## config.mk

```make
export PLATFORM = sky130hd
export DESIGN_NAME = reg_file_host
export DESIGN_NICKNAME = d
export VERILOG_FILES = /design/src/rtl/reg_file_host_pkg.sv /design/src/rtl/rf_frame_timer.sv /design/src/rtl/reg_file_host.sv
export SDC_FILE = /design/constraint.sdc
export NUM_CORES = 1
export LEC_CHECK = 0
export BUFFER_PORTS_ARGS = -buffer_cell sky130_fd_sc_hd__buf_2
export CAP_MARGIN = 30
export CORE_MARGIN = 2
export CORE_UTILIZATION = 46
export DETAILED_ROUTE_END_ITERATION = 10
export PLACE_DENSITY = 0.79
export SLEW_MARGIN = 20
export SYNTH_ARGS = -nofsm -noshare
export SYNTH_HDL_FRONTEND = slang
export SYNTH_SLANG_ARGS = --single-unit
```

## constraint.sdc

```tcl
create_clock -name CLK -period 1.69 [get_ports CLK]
set_input_delay 0.169 -clock CLK [delete_from_list [all_inputs] [get_ports CLK]]
set_output_delay 0.169 -clock CLK [all_outputs]
set_load 0.005 [all_outputs]
```

## src/rtl/reg_file_host_pkg.sv

```systemverilog
// Shared constants for the register-file host: default opcodes, FSM states
// and the error codes reported on err_code.
package reg_file_host_pkg;

  localparam logic [7:0] RF_WR_OP = 8'hAA;
  localparam logic [7:0] RF_RD_OP = 8'hBB;

  typedef enum logic [2:0] {
    IDLE,
    GET_ADDR,
    GET_DATA,
    WRITE,
    READ,
    CAPTURE,
    SEND
  } state_e;

  typedef enum logic [1:0] {
    ERR_NONE = 2'b00,
    ERR_OP   = 2'b01,
    ERR_ADDR = 2'b10,
    ERR_TO   = 2'b11
  } err_e;

endpackage

```

## src/rtl/rf_frame_timer.sv

```systemverilog
// Inter-byte idle timer: counts enabled cycles and pulses expired_o on the
// TIMEOUT-th consecutive enabled cycle.
module rf_frame_timer #(
  parameter int TIMEOUT = 255
) (
  input  logic clk_i,
  input  logic rst_i,
  input  logic enable_i,
  input  logic clear_i,
  output logic expired_o
);

  localparam int CW = $clog2(TIMEOUT + 1);

  logic [CW-1:0] cnt_q, cnt_d;

  assign expired_o = enable_i && (cnt_q == CW'(TIMEOUT - 1));

  always_comb begin
    cnt_d = cnt_q;
    if (clear_i || expired_o) cnt_d = '0;
    else if (enable_i)        cnt_d = cnt_q + CW'(1);
  end

  always_ff @(posedge clk_i) begin
    if (rst_i) cnt_q <= '0;
    else       cnt_q <= cnt_d;
  end

endmodule

```

## src/rtl/reg_file_host.sv

```systemverilog
// Byte-serial command frames in (opcode, addr[, data]) -> single-cycle
// register-file strobes; read data returned as one byte on the output stream.
module reg_file_host
  import reg_file_host_pkg::*;
#(
  parameter int                    DATA_WIDTH = 8,
  parameter int                    ADDR_WIDTH = 4,
  parameter logic [DATA_WIDTH-1:0] WR_OP      = DATA_WIDTH'(RF_WR_OP),
  parameter logic [DATA_WIDTH-1:0] RD_OP      = DATA_WIDTH'(RF_RD_OP),
  parameter int                    TIMEOUT    = 255
) (
  input  logic                  CLK,
  input  logic                  RST,
  input  logic [DATA_WIDTH-1:0] in_data,
  input  logic                  in_valid,
  output logic                  in_ready,
  output logic [DATA_WIDTH-1:0] out_data,
  output logic                  out_valid,
  input  logic                  out_ready,
  output logic                  WrEn,
  output logic                  RdEn,
  output logic [ADDR_WIDTH-1:0] Address,
  output logic [DATA_WIDTH-1:0] WrData,
  input  logic [DATA_WIDTH-1:0] RdData,
  output logic                  busy,
  output logic                  err,
  output logic [1:0]            err_code
);

  state_e                state_q, state_d;
  logic                  wr_flag_q, wr_flag_d;
  logic [DATA_WIDTH-1:0] addr_q, addr_d;
  logic [DATA_WIDTH-1:0] wdata_q, wdata_d;
  logic [DATA_WIDTH-1:0] rdata_q, rdata_d;
  logic                  accept, in_frame, expired;

  // Address byte is legal only when every bit above the register index is 0.
  function automatic logic addr_legal(input logic [DATA_WIDTH-1:0] b);
    return (b >> ADDR_WIDTH) == '0;
  endfunction

  assign accept   = in_valid && in_ready;
  assign in_frame = (state_q == GET_ADDR) || (state_q == GET_DATA);

  rf_frame_timer #(.TIMEOUT(TIMEOUT)) u_timer (
    .clk_i     (CLK),
    .rst_i     (RST),
    .enable_i  (in_frame && !accept),
    .clear_i   (!in_frame || accept),
    .expired_o (expired)
  );

  always_comb begin
    state_d   = state_q;
    wr_flag_d = wr_flag_q;
    addr_d    = addr_q;
    wdata_d   = wdata_q;
    rdata_d   = rdata_q;
    in_ready  = 1'b0;
    out_valid = 1'b0;
    WrEn      = 1'b0;
    RdEn      = 1'b0;
    err       = 1'b0;
    err_code  = ERR_NONE;
    case (state_q)
      IDLE: begin
        in_ready = 1'b1;
        if (accept) begin
          if (in_data == WR_OP) begin
            state_d   = GET_ADDR;
            wr_flag_d = 1'b1;
          end else if (in_data == RD_OP) begin
            state_d   = GET_ADDR;
            wr_flag_d = 1'b0;
          end else begin
            err      = 1'b1;
            err_code = ERR_OP;
          end
        end
      end
      GET_ADDR: begin
        in_ready = 1'b1;
        if (accept) begin
          addr_d = in_data;
          if (wr_flag_q)              state_d = GET_DATA;
          else if (addr_legal(in_data)) state_d = READ;
          else begin
            state_d  = IDLE;
            err      = 1'b1;
            err_code = ERR_ADDR;
          end
        end else if (expired) begin
          state_d  = IDLE;
          err      = 1'b1;
          err_code = ERR_TO;
        end
      end
      GET_DATA: begin
        in_ready = 1'b1;
        // The data byte is consumed even for a bad address to keep framing.
        if (accept) begin
          wdata_d = in_data;
          if (addr_legal(addr_q)) state_d = WRITE;
          else begin
            state_d  = IDLE;
            err      = 1'b1;
            err_code = ERR_ADDR;
          end
        end else if (expired) begin
          state_d  = IDLE;
          err      = 1'b1;
          err_code = ERR_TO;
        end
      end
      WRITE: begin
        WrEn    = 1'b1;
        state_d = IDLE;
      end
      READ: begin
        RdEn    = 1'b1;
        state_d = CAPTURE;
      end
      CAPTURE: begin
        rdata_d = RdData;
        state_d = SEND;
      end
      SEND: begin
        out_valid = 1'b1;
        if (out_ready) state_d = IDLE;
      end
      default: state_d = IDLE;
    endcase
  end

  always_ff @(posedge CLK) begin
    if (RST) begin
      state_q   <= IDLE;
      wr_flag_q <= 1'b0;
      addr_q    <= '0;
      wdata_q   <= '0;
      rdata_q   <= '0;
    end else begin
      state_q   <= state_d;
      wr_flag_q <= wr_flag_d;
      addr_q    <= addr_d;
      wdata_q   <= wdata_d;
      rdata_q   <= rdata_d;
    end
  end

  assign Address  = addr_q[ADDR_WIDTH-1:0];
  assign WrData   = wdata_q;
  assign out_data = rdata_q;
  assign busy     = (state_q != IDLE);

endmodule

```

# Yosys cells after proc, flatten, opt, wreduce, memory -nomap -nowiden
# Cells that the tools add are included.
# classes
n_addsub	1
eq_ne	12
reduce_logical	19
n_mux	37
# op_table
cell	count
2-to-1 mux 3 bit	9
equality test 8 bit (second input constant)	3
2-to-1 mux 1 bit	18
case mux 3 bit (6 select lines)	1
zero test 8 bit	2
2-to-1 mux 2 bit	7
equality test 3 bit (second input constant)	3
adder 8 x 1 -> 8 bit (second input constant)	1
equality test 3 x 2 -> 1 bit (second input constant)	2
case mux 2 bit (3 select lines)	1
AND reduction 3 bit	2
inequality test 2 bit (second input constant)	2
AND reduction 2 bit	2
equality test 3 x 1 -> 1 bit (second input constant)	1
logical AND 1 bit	3
zero test 3 bit	1
logical OR 1 bit	3
inequality test 3 bit (second input constant)	1
case mux 1 bit (3 select lines)	1
nonzero test 3 bit	1
OR reduction 3 bit	1
zero test 1 bit	2
nonzero test 2 bit	1
OR reduction 2 bit	1
# totals
register_bits	36
word_cells	75
inputBits	20
out_inout_bits	28

# Logic depth before layout (Yosys ltp)
# Gate-level depths: netlist of the first run.
# depth
depth_word	10
ltp_mapped	6
mapped_depth_nobuf	6

# Modules after synthesis
# From an unflattened synthesis of the first run, not the netlist that was laid out.
# unflattened
hier_cells	206
hier_area_um2	1729.2
# modules_own_cells
module	cells_per_inst	n_inst	seq_area_each_um2	area_per_inst_um2
reg_file_host	158	1	560.5	1307.5
rf_frame_timer	48	1	160.2	421.7

# Least setup slack after synthesis of the first run
# Ideal clock, no wire load.
# synth_timing
kind	register to register
start	register addr_q[4]
end	register state_q[1]
required_time_ns	1.587
slack_ns	0.065
t_arrival_ns	1.522
period_less_slack_ns	1.625
setup_ns	0.103
path_stages_with_launch	5
n_path_buf	0
path_cell_list	dfxtp_1 -> or4_4 -> a2111oi_2 -> a211oi_1 -> a2111oi_2
# synth_via
elab_chain_len	4
# synth_rtl
element	line	rtl
start: declaration	reg_file_host.sv:32	logic [DATA_WIDTH-1:0] addr_q, addr_d;
start signal: assignment	reg_file_host.sv:145	addr_q <= addr_d;
zero test 8 bit	reg_file_host.sv:39	return (b >> ADDR_WIDTH) == '0;
2-to-1 mux 2 bit	reg_file_host.sv:103	if (addr_legal(addr_q)) state_d = WRITE;
2-to-1 mux 3 bit	reg_file_host.sv:101	if (accept) begin
case mux 3 bit (6 select lines)	reg_file_host.sv:65	case (state_q)
end signal: assignment	reg_file_host.sv:143	state_q <= state_d;
end: declaration	reg_file_host.sv:30	state_e state_q, state_d;
# Every way passes these cells.
# A chain may end at the register's enable or synchronous reset.

# Final worst setup path of the first run
# layout_timing
start	register addr_q[7]
end	output err
# layout_via
elab_chain_len	4
# layout_rtl
element	line	rtl
zero test 8 bit	reg_file_host.sv:39	
2-to-1 mux 1 bit	reg_file_host.sv:103	
2-to-1 mux 1 bit	reg_file_host.sv:101	
case mux 1 bit (3 select lines)	reg_file_host.sv:65	
end: declaration	reg_file_host.sv:26	output logic err,
# Every way passes these cells.

==> qor.log, run 1 <==
[drt] DRT Pass-1 Iters 4
[logic_synthesis] most frequent cells after synthesis sky130_fd_sc_hd__dfxtp_1 (36), sky130_fd_sc_hd__nand2_1 (32), sky130_fd_sc_hd__nor2_1 (23)
[timing] period utilisation layout 110%
[clock_tree] number of buffers created by CTS 5
[power_and_ir_drop] maximum resistive drop on vdd 0.000495 V
[placed_design] Placement Cell Area 2030 µm²
[run_status] violated checks negative setup slack
[worst_setup_path] kind of critical path register to output port
[finish] Final Instance Area 2280 µm²
[logic_synthesis] Synth cell types 41
[finish] post-route core utilization 62.7%
[logic_synthesis] gate count after technology mapping 213
[logic_synthesis] summed instance area of the synthesized netlist 1730 µm²
[logic_synthesis] largest area contributor in the synthesized netlist sky130_fd_sc_hd__dfxtp_1
[placed_design] dpl hpwl 2840 µm
[power_and_ir_drop] total chip power 0.00199 W
[finish] area growth from synthesis to final layout 32.1%
[timing] Final min period 1.86 ns
[logic_synthesis] number of storage elements in the synthesis netlist 36
[run] Max Cap Violations 0
[global_route] total congestion overflow after global routing 0
[timing] max-slew violation count 0
[drt] count of vias placed by the detailed router 1638
[drt] initial drt markers 85
[drt] total length of routed wires 3990 µm
[logic_synthesis] Post-Synth Adder-Cell Area 1.45%
[worst_setup_path] required time at the endpoint of the critical path 1.52 ns
[finish] layout cells sized above 1 32.2%
[logic_synthesis] main combinational cell family by area after synthesis simple AND/OR/NAND/NOR gates
[run_status] outcome finished, violations left
[finish] Filler cells 335
[die] num rows 22
[logic_synthesis] Mapped Nets 235
[placed_design] routability cong. 0.797
[global_route] global routing met1 resource utilization 24.5%
[timing] Final TNS setup -0.394 ns
[logic_synthesis] number of warnings printed during yosys synthesis 0
[global_route] global-route total usage across every layer 19.6%
[timing] final setup vio count 3
[clock_tree] post-cts hold buffer count 0
[hold_path] path class of the lowest-slack min-delay path input port to register
[logic_synthesis] xor/xnor share of the synthesized area 4.06%
[logic_synthesis] synthesized-area fraction occupied by ao, oa, aoi and oai cells 13.3%
[global_route] GR Util met2 31.8%
[drt] post-detailed-route count of antenna-violating nets 0
[logic_synthesis] sequential fraction of the synthesis area 41.8%
[die] die extent in y 65.2 µm
[timing] maximum clock skew at final layout 0.00612 ns
[timing] final hold viol count 0
[logic_synthesis] most frequently used cell type in the post-synthesis netlist sky130_fd_sc_hd__dfxtp_1
[logic_synthesis] dominant cells by area after synthesis sky130_fd_sc_hd__dfxtp_1 (42%), sky130_fd_sc_hd__nand2_1 (7.0%), sky130_fd_sc_hd__a21oi_1 (5.5%)
[finish] number of nets in the layout 285
[logic_synthesis] simple logic cell fraction of the synthesized area 28.1%
[global_route] gr busiest metal met2
[hold_path] hold path depth 3
[clock_tree] count of H-tree levels built during CTS 2
[global_route] pin count of the biggest net entering global routing 30
[worst_setup_path] Worst Path Arrival 1.69 ns
[timing] actual transition at the worst max-transition pin 0.545 ns
[clock_tree] CTS Root Cell sky130_fd_sc_hd__clkbuf_8
[timing] post-route worst hold slack 0.121 ns
[worst_setup_path] Worst setup SP type register
[clock_tree] number of sinks on the clock net 36
[clock_tree] insertion delay of the later-clocked pin in the worst-skew pair 0.30 ns
[clock_tree] CTS tree built
[global_route] wire length of the first global-routing pass 6470 µm
[power_and_ir_drop] static leakage power 0.927 nW
[timing] final worst setup slack -0.172 ns
[timing] RSZ-0062 raised after global routing true
[die] core region area 3630 µm²
[logic_synthesis] multiplexer share of the synthesized area 4.64%
[die] I/O pin total 48
[drt] Avg Vias per Cell 5.25
[placed_design] count of buffers from port buffering 47
[power_and_ir_drop] Power Dens Cells 874 nW/µm²
[worst_setup_path] Worst R2R Path Depth 5
[worst_setup_path] Critical Path Sink Type output port
[timing] Max Fclk 0.537 GHz
[global_route] M3 GR Usage 5.14%
[logic_synthesis] Post-synth ARST share 0%
[clock_tree] buffer levels on the longest clock path 2
[logic_synthesis] synthesized area per cell 8.10 µm²
[logic_synthesis] area share of the largest cell type after synthesis 41.8%
[drt] DRC Markers 0
[finish] antenna diode count 0
[logic_synthesis] most instantiated flip-flop cell in the synthesis netlist sky130_fd_sc_hd__dfxtp_1
[worst_setup_path] Max Fanout on Critical Path 2
[global_route] number of antenna violations at the first check in global routing 0
[die] area of the die 4260 µm²
[logic_synthesis] number of enable-type register cells in the synthesized netlist 0
[die] Die Span X 65.2 µm
[global_route] via count of the first global-routing pass 1484
[die] effective utilization at floorplan 47.5%
[clock_tree] clock input transition at the sequential cells of the worst setup and hold paths 0.08 ns
[drt] Wirelength per Cell 12.8 µm
[timing] worst relative slew slack 63.7%
## cell usage in the layout, fill, tap and decap left out, types with 2 or more instances in the layout
cell type,Yosys,routed
sky130_fd_sc_hd__a211oi_1,3,2
sky130_fd_sc_hd__a21oi_1,19,19
sky130_fd_sc_hd__and3_1,2,2
sky130_fd_sc_hd__buf_2,2,47
sky130_fd_sc_hd__buf_4,4,12
sky130_fd_sc_hd__bufinv_16,0,3
sky130_fd_sc_hd__clkbuf_8,0,5
sky130_fd_sc_hd__dfxtp_1,36,30
sky130_fd_sc_hd__dfxtp_2,0,6
sky130_fd_sc_hd__inv_1,7,6
sky130_fd_sc_hd__mux2i_1,8,8
sky130_fd_sc_hd__nand2_1,32,32
sky130_fd_sc_hd__nand2b_1,4,4
sky130_fd_sc_hd__nand3_1,13,12
sky130_fd_sc_hd__nand4_1,4,4
sky130_fd_sc_hd__nor2_1,23,23
sky130_fd_sc_hd__nor2b_1,2,2
sky130_fd_sc_hd__nor3_1,3,3
sky130_fd_sc_hd__nor4_1,3,3
sky130_fd_sc_hd__o21ai_0,5,4
sky130_fd_sc_hd__or3_1,2,2
sky130_fd_sc_hd__xnor2_1,5,5
sky130_fd_sc_hd__xor2_1,3,3
## cells by family (layout without fill, tap and decap cells)
group,Yosys count,after routing
buffers and inverters,24,75
adder cells (fa/ha/maj),2,2
flip-flops,36,36
AO/OA/AOI/OAI,36,36
XOR/XNOR,8,8
AND/OR/NAND/NOR,99,99
multiplexers,8,8
## through the flow
stage	cells	worst slack [ns]
after floorplan	213	0.0650
after global placement	303	0.0370
after detailed placement	303	0.000633
after CTS	312	-0.171
after global routing	312	-0.236
final	312	-0.172
## timing repair
item                                    in CTS  in global routing
buffers inserted                             1                  0
endpoints found under the setup margin       4                  7
pin swaps                                    6                  2
resized for setup                           12                  8
## final timing paths
check	slack (ns)	endpoint	start
min	0.12	out_data[7]	RdData[7]
max	-0.17	err	addr_q[7]
min reg2reg	0.44	u_timer.cnt_q[0]	u_timer.cnt_q[0]
max reg2reg	-0.08	state_q[1]	addr_q[7]
## power by group
group	total [W]	internal [W]	switching (W)	leakage, nW
combinational	0.0000879	0.0000373	0.0000506	0.556
clock	0.00105	0.000738	0.000316	0.0784
sequential	0.000850	0.000848	0.00000104	0.293
## critical path, stage by stage, from the launching register on
cell	delay (ns)
sky130_fd_sc_hd__dfxtp_2	0.33
sky130_fd_sc_hd__or4_4	0.52
sky130_fd_sc_hd__and3b_1	0.20
sky130_fd_sc_hd__o21ai_2	0.14
sky130_fd_sc_hd__nand3_1	0.08
sky130_fd_sc_hd__buf_2	0.13
## layer usage
metal | share of wire, % | routed length, µm | vias to the layer above
met2 | 47 | 1860 | 58
met5 | 0 | 0 | -
li1 | - | - | 834
met1 | 45 | 1810 | 739
met3 | 6.2 | 248 | 7
met4 | 1.9 | 74 | 0
## registers in the layout, indices dropped and copies added (netlist names)
register,cells
u_timer.cnt_q,8
out_data,8
state_q,3
wr_flag_q,1
addr_q,8
WrData,8
## layout make-up
type	instances	area (µm²)	area share, %
Sequential cell	36	728	32.0
Multi-Input combinational cell	153	960	42.1
Clock buffer	5	68.8	3.02
Tap cell	48	60.1	2.64
Clock inverter	3	90.1	3.95
Inverter	7	26.3	1.15
Timing Repair Buffer	60	345	15.2
(Power assumes the default switching activity.)
==> run 2: changes to the inputs <==
==> constraint.sdc (replaced) <==
create_clock -name CLK -period 1.69 [get_ports CLK]
set_input_delay 0.338 -clock CLK [delete_from_list [all_inputs] [get_ports CLK]]
set_output_delay 0.338 -clock CLK [all_outputs]
set_load 0.005 [all_outputs]
==> run 2 against run 1 <==
Net effect: the run still ends with negative setup slack left; sequential share of layout area shrank 1.5 points; die area unchanged; worst hold slack improved by 0.17 ns; critical path depth is the same; final area increased by 4.7%; global-route usage increased by 3.2 points; combinational power is 23% higher; critical endpoint unchanged.
==> qor.log, run 2 (synthesis gave the netlist of run 1 again) <==
[die] area of the die 4260 µm² [unchanged]
[timing] final worst setup slack -0.303 ns [-0.131 ns]
[worst_setup_path] Critical Path Sink Type output port
[finish] number of non-filler instances in the completed layout 327 [+4.8%]
[power_and_ir_drop] static leakage power 0.994 nW [+7.3%]
[clock_tree] post-cts hold buffer count 0 [unchanged]
[timing] worst relative slew slack 69.2% [+5.5 points]
[worst_setup_path] worst r2r src addr_q[4]
[hold_path] path class of the lowest-slack min-delay path input port to register
[power_and_ir_drop] Power Dens Cells 676 nW/µm² [-23%]
[clock_tree] CTS tree built
[die] core region area 3630 µm² [unchanged]
[timing] Max Fclk 0.502 GHz [-6.6%]
[worst_setup_path] CP delay by family, top simple AND/OR/NAND/NOR gates
[worst_setup_path] Worst R2R Path Depth 6 [+1]
[timing] maximum clock skew at final layout 0.00902 ns [+0.00290 ns]
[drt] Avg Vias per Cell 5.42 [+3.2%]
[global_route] number of antenna violations at the first check in global routing 0 [unchanged]
[placed_design] routability cong. 0.831 [+4.2%]
[clock_tree] number of buffers created by CTS 5 [unchanged]
[finish] antenna diode count 0 [unchanged]
[worst_setup_path] Worst setup SP type register
[worst_setup_path] count of cell instances traversed by the critical path 5 [unchanged]
[drt] initial drt markers 97 [+14%]
[drt] post-detailed-route count of antenna-violating nets 0 [unchanged]
[clock_tree] CTS Root Cell sky130_fd_sc_hd__clkbuf_8
[hold_path] endpoint of the worst hold path out_data[7]
[placed_design] dpl hpwl 3030 µm [+6.9%]
[clock_tree] buffer levels on the longest clock path 2 [unchanged]
[worst_setup_path] register-to-register setup slack -0.07 ns [about the same]
[timing] actual transition at the worst max-transition pin 0.460 ns [-0.0845 ns]
[die] Die Span X 65.2 µm [unchanged]
[drt] count of vias placed by the detailed router 1771 [+8.1%]
[run] Max Cap Violations 0 [unchanged]
[worst_setup_path] largest stage delay on the critical path 0.53 ns [about the same]
[clock_tree] clock input transition at the sequential cells of the worst setup and hold paths 0.07 ns [about the same]
[global_route] wire length of the first global-routing pass 7520 µm [+16%]
[worst_setup_path] CP max stage cell sky130_fd_sc_hd__or4_4
[run_status] violated checks negative setup slack
[worst_setup_path] required time at the endpoint of the critical path 1.35 ns [-0.17 ns]
[timing] max-slew violation count 0 [unchanged]
[clock_tree] number of sinks on the clock net 36 [unchanged]
[die] I/O pin total 48 [unchanged]
[run_status] outcome finished, violations left
[worst_setup_path] first element of the critical path addr_q[4]
[power_and_ir_drop] maximum resistive drop on vdd 0.000552 V [+11%]
[timing] RSZ-0062 raised after global routing true
[timing] final setup vio count 4 [+1]
[placed_design] count of buffers from port buffering 47 [unchanged]
[finish] post-route core utilization 65.7% [+3.0 points]
[worst_setup_path] CP bufs+invs 1 [unchanged]
[worst_setup_path] Max Fanout on Critical Path 2 [unchanged]
[die] die extent in y 65.2 µm [unchanged]
[finish] most frequent cells in the layout sky130_fd_sc_hd__buf_2 (47), sky130_fd_sc_hd__nand2_1 (32), sky130_fd_sc_hd__dfxtp_1 (31), sky130_fd_sc_hd__buf_4 (24), sky130_fd_sc_hd__nor2_1 (22)
[finish] Filler cells 329 [-1.8%]
[placed_design] cell total after placement 318 [+5.0%]
[drt] DRT Pass-1 Iters 4 [unchanged]
[hold_path] launch instance of the worst min-delay path RdData[7]
[finish] area growth from synthesis to final layout 38.3%
[die] effective utilization at floorplan 47.5% [unchanged]
[drt] DRC Markers 0 [unchanged]
[timing] Final min period 1.99 ns [+0.131 ns]
[finish] most common cell after layout, fill and taps aside sky130_fd_sc_hd__buf_2
[drt] total length of routed wires 4540 µm [+14%]
[clock_tree] count of H-tree levels built during CTS 2 [unchanged]
[global_route] total congestion overflow after global routing 0 [unchanged]
[timing] final hold viol count 0 [unchanged]
[die] num rows 22 [unchanged]
[global_route] pin count of the biggest net entering global routing 20 [-33%]
[worst_setup_path] Worst R2R End state_q[1]
[worst_setup_path] series of cell instances along the critical path or4_4 -> and3b_1 -> o21ai_2 -> nand3_1 -> buf_2
[timing] period utilisation layout 118% [+7.8 points]
[global_route] global-route total usage across every layer 22.8% [+3.2 points]
[worst_setup_path] kind of critical path register to output port
[clock_tree] insertion delay of the later-clocked pin in the worst-skew pair 0.29 ns [about the same]
[worst_setup_path] Worst Path Arrival 1.66 ns [-0.03 ns]
[hold_path] hold path depth 3 [unchanged]
[finish] layout cells sized above 1 37.3% [+5.1 points]
[finish] number of nets in the layout 301 [+5.6%]
[global_route] via count of the first global-routing pass 1635 [+10%]
[drt] Wirelength per Cell 13.9 µm [+8.4%]
[run 2: tightest hold or removal path, delay by kind of cell]
| kind | cells | cell delay, ns |
|---|---|---|
| compound gates | 1 | 0.05 |
| buf+inv | 1 | 0.09 |
| simple gates | 1 | 0.05 |
[run 2: timing repair]
item	CTS	global route
cloned	0	0
pin swaps	3	3
gates resized for setup	16	15
buffers inserted	1	1
endpoints found under the setup margin	5	17
[run 2: worst max-delay path by stage]
stage | to | slack, ns
final | err | -0.30
after global routing | err_code[1] | -0.38
after CTS | err | -0.31
after detailed placement | err | -0.11
after global placement | err | -0.09
after floorplan | u_timer.cnt_q[7] | 0.01
[run 2: area by class of cell]
type	instances	area, µm²	area share, %
Tap cell	48	60.1	2.52
Sequential cell	36	727	30.5
Multi-Input combinational cell	153	987	41.4
Clock buffer	7	96.3	4.04
Timing Repair Buffer	76	489	20.5
Inverter	7	26.3	1.10
[run 2: metal layers]
metal  vias to the layer above  share of wire [%]  global-route usage, %  wire length, µm
li1                        865                  -                      -                -
met1                       832                 42                   27.7             1900
met2                        60                 49                   38.1             2220
met3                        14                5.7                   5.65              259
met4                         0                3.5                   9.90              160
met5                         -                  0                      0                0
[run 2: per-stage QoR]
step | cell area (µm²) | setup TNS [ns] | worst slack (ns) | hold WS (ns) | total power [W]
2_1_floorplan | 1730 | 0 | 0.0140 | 0.430 | 0.000909
4_1_cts | 2320 | -0.782 | -0.311 | 0.293 | 0.00162
5_1_grt | 2390 | -1.02 | -0.377 | 0.302 | 0.00168
3_3_place_gp | 2150 | -0.164 | -0.0943 | 0.439 | 0.000968
3_5_place_dp | 2150 | -0.193 | -0.113 | 0.445 | 0.000969
6_report | 2390 | -0.738 | -0.303 | 0.292 | 0.00161
[run 2: power breakdown]
group | switching (W) | total, W | internal, W
Combinational | 0.0000558 | 0.000108 | 0.0000519
Sequential | 0.000000754 | 0.000850 | 0.000849
Clock | 0.000293 | 0.000656 | 0.000363
==> run 3: changes to the inputs <==
--- a/config.mk
+++ b/config.mk
@@ -11,6 +11,7 @@
 export CORE_UTILIZATION = 46
 export DETAILED_ROUTE_END_ITERATION = 10
 export PLACE_DENSITY = 0.79
+export SETUP_SLACK_MARGIN = 0.1
 export SLEW_MARGIN = 20
 export SYNTH_ARGS = -nofsm -noshare
 export SYNTH_HDL_FRONTEND = slang
==> run 3 against run 2 <==
Net effect: the flow still finishes with violations (negative setup slack); sequential power is essentially flat; worst hold slack better by 0.0050 ns; sequential cell count stayed put.
==> qor.log, run 3 (synthesis gave the netlist of run 1 again) <==
[timing] Final TNS setup -0.675 ns [+0.0630 ns]
[clock_tree] CTS Root Cell sky130_fd_sc_hd__clkbuf_8
[timing] worst relative slew slack 69.1% [-0.12 points]
[worst_setup_path] Critical Path Sink Type output port
[timing] maximum clock skew at final layout 0.00650 ns [-0.00252 ns]
[clock_tree] insertion delay of the later-clocked pin in the worst-skew pair 0.29 ns [about the same]
[hold_path] path class of the lowest-slack min-delay path input port to register
[clock_tree] clock input transition at the sequential cells of the worst setup and hold paths 0.07 ns [about the same]
[die] core region area 3630 µm² [unchanged]
[worst_setup_path] Worst Path Arrival 1.66 ns [about the same]
[clock_tree] number of sinks on the clock net 36 [unchanged]
[global_route] global-route total usage across every layer 21.1% [-1.7 points]
[hold_path] hold path depth 3 [unchanged]
[power_and_ir_drop] Power Dens Cells 656 nW/µm² [-3.0%]
[global_route] number of antenna violations at the first check in global routing 0 [unchanged]
[placed_design] worst setup slack before clock tree synthesis -0.0576 ns [+0.0551 ns]
[timing] period utilisation layout 118% [+0.19 points]
[timing] final worst setup slack -0.307 ns [-0.00325 ns]
[power_and_ir_drop] maximum resistive drop on vdd 0.000485 V [-12%]
[die] num rows 22 [unchanged]
[die] die extent in y 65.2 µm [unchanged]
[global_route] pin count of the biggest net entering global routing 23 [+15%]
[timing] final hold viol count 0 [unchanged]
[global_route] total congestion overflow after global routing 0 [unchanged]
[die] Die Span X 65.2 µm [unchanged]
[run_status] violated checks negative setup slack
[worst_setup_path] Worst R2R Path Depth 5 [-1]
[placed_design] dpl hpwl 2880 µm [-5.2%]
[timing] final setup vio count 4 [unchanged]
[timing] Final min period 2.00 ns [+0.00325 ns]
[drt] DRT Pass-1 Iters 4 [unchanged]
[run] Max Cap Violations 0 [unchanged]
[drt] Wirelength per Cell 12.8 µm [-7.9%]
[finish] most common cell after layout, fill and taps aside sky130_fd_sc_hd__buf_2
[clock_tree] number of buffers created by CTS 5 [unchanged]
[global_route] via count of the first global-routing pass 1596 [-2.4%]
[run_status] outcome finished, violations left
[clock_tree] count of H-tree levels built during CTS 2 [unchanged]
[finish] antenna diode count 0 [unchanged]
[drt] initial drt markers 77 [-21%]
[worst_setup_path] Worst setup SP type register
[power_and_ir_drop] static leakage power 0.987 nW [-0.70%]
[finish] number of nets in the layout 299 [-0.66%]
[finish] most frequent cells in the layout sky130_fd_sc_hd__buf_2 (47), sky130_fd_sc_hd__dfxtp_1 (31), sky130_fd_sc_hd__nand2_1 (30), sky130_fd_sc_hd__buf_4 (23), sky130_fd_sc_hd__nor2_1 (22)
[placed_design] routability cong. 0.808 [-2.8%]
[global_route] wire length of the first global-routing pass 7040 µm [-6.3%]
[drt] post-detailed-route count of antenna-violating nets 0 [unchanged]
[die] I/O pin total 48 [unchanged]
[worst_setup_path] Max Fanout on Critical Path 2 [unchanged]
[timing] Max Fclk 0.501 GHz [-0.16%]
[finish] layout cells sized above 1 39.2% [+1.9 points]
[die] effective utilization at floorplan 47.5% [unchanged]
[timing] max-slew violation count 0 [unchanged]
[drt] Avg Vias per Cell 5.27 [-2.7%]
[worst_setup_path] required time at the endpoint of the critical path 1.35 ns [about the same]
[drt] total length of routed wires 4160 µm [-8.2%]
[drt] DRC Markers 0 [unchanged]
[clock_tree] CTS tree built
[die] area of the die 4260 µm² [unchanged]
[drt] count of vias placed by the detailed router 1718 [-3.0%]
[placed_design] count of buffers from port buffering 47 [unchanged]
[worst_setup_path] kind of critical path register to output port
[timing] actual transition at the worst max-transition pin 0.462 ns [+0.00177 ns]
[finish] area growth from synthesis to final layout 39.6%
[finish] Filler cells 323 [-1.8%]
[timing] RSZ-0062 raised after global routing true
[clock_tree] buffer levels on the longest clock path 2 [unchanged]
run 3: worst paths after layout:
path | startpoint | end | slack (ns)
setup / recovery | addr_q[4] | err | -0.31
hold / removal | RdData[1] | out_data[1] | 0.30
setup reg to reg | addr_q[4] | state_q[1] | 0.03
hold reg to reg | out_data[1] | out_data[1] | 0.45
run 3: layout make-up:
cell class / count / area, µm² / share of cell area, %
Tap cell: 48 / 60.1 / 2.49
Multi-Input combinational cell: 153 / 1030 / 42.6
Timing Repair Buffer: 74 / 474 / 19.7
Clock buffer: 8 / 90.1 / 3.74
Sequential cell: 36 / 732 / 30.4
Inverter: 7 / 26.3 / 1.09
run 3: worst max-delay path, cell delays in order (launching register included):
cell and delay (ns):
sky130_fd_sc_hd__dfxtp_1 0.31, sky130_fd_sc_hd__or4_4 0.52, sky130_fd_sc_hd__and3b_1 0.20, sky130_fd_sc_hd__o21ai_2 0.13, sky130_fd_sc_hd__nand3_1 0.08, sky130_fd_sc_hd__buf_2 0.13
run 3: routing by layer:
layer / track usage, % / routed length (µm)
met1: 25.2 / 1820
met5: 0 / 0
met4: 9.64 / 113
met2: 34.7 / 1940
met3: 6.51 / 287
run 3: what timing repair did:
item / CTS / global route
hold buffers: 0 / 0
endpoints found under the setup margin: 9 / 23
buffers inserted: 0 / 3
gates resized for setup: 25 / 13
hold endpoints to repair: 0 / 0
pin swaps: 5 / 4
run 3: per-stage QoR:
stage	std cells	hold slack [ns]	total power (W)	cell area (µm²)	utilization, %
after CTS	323	0.292	0.00159	2340	64.3
final	326	0.297	0.00158	2410	66.3
after global routing	326	0.292	0.00165	2410	66.3
after detailed placement	315	0.445	0.000968	2150	59.2
after floorplan	213	0.430	0.000911	1760	-
after global placement	315	0.441	0.000968	2150	59.2
run 3: where the power goes:
| part | switching (W) | total [W] | leakage, nW | internal (W) |
|---|---|---|---|---|
| clock network | 0.000296 | 0.000628 | 0.0455 | 0.000332 |
| registers | 0.00000101 | 0.000847 | 0.293 | 0.000846 |
| logic | 0.0000552 | 0.000106 | 0.649 | 0.0000508 |
| total | 0.000352 | 0.00158 | 0.987 | 0.00123 |
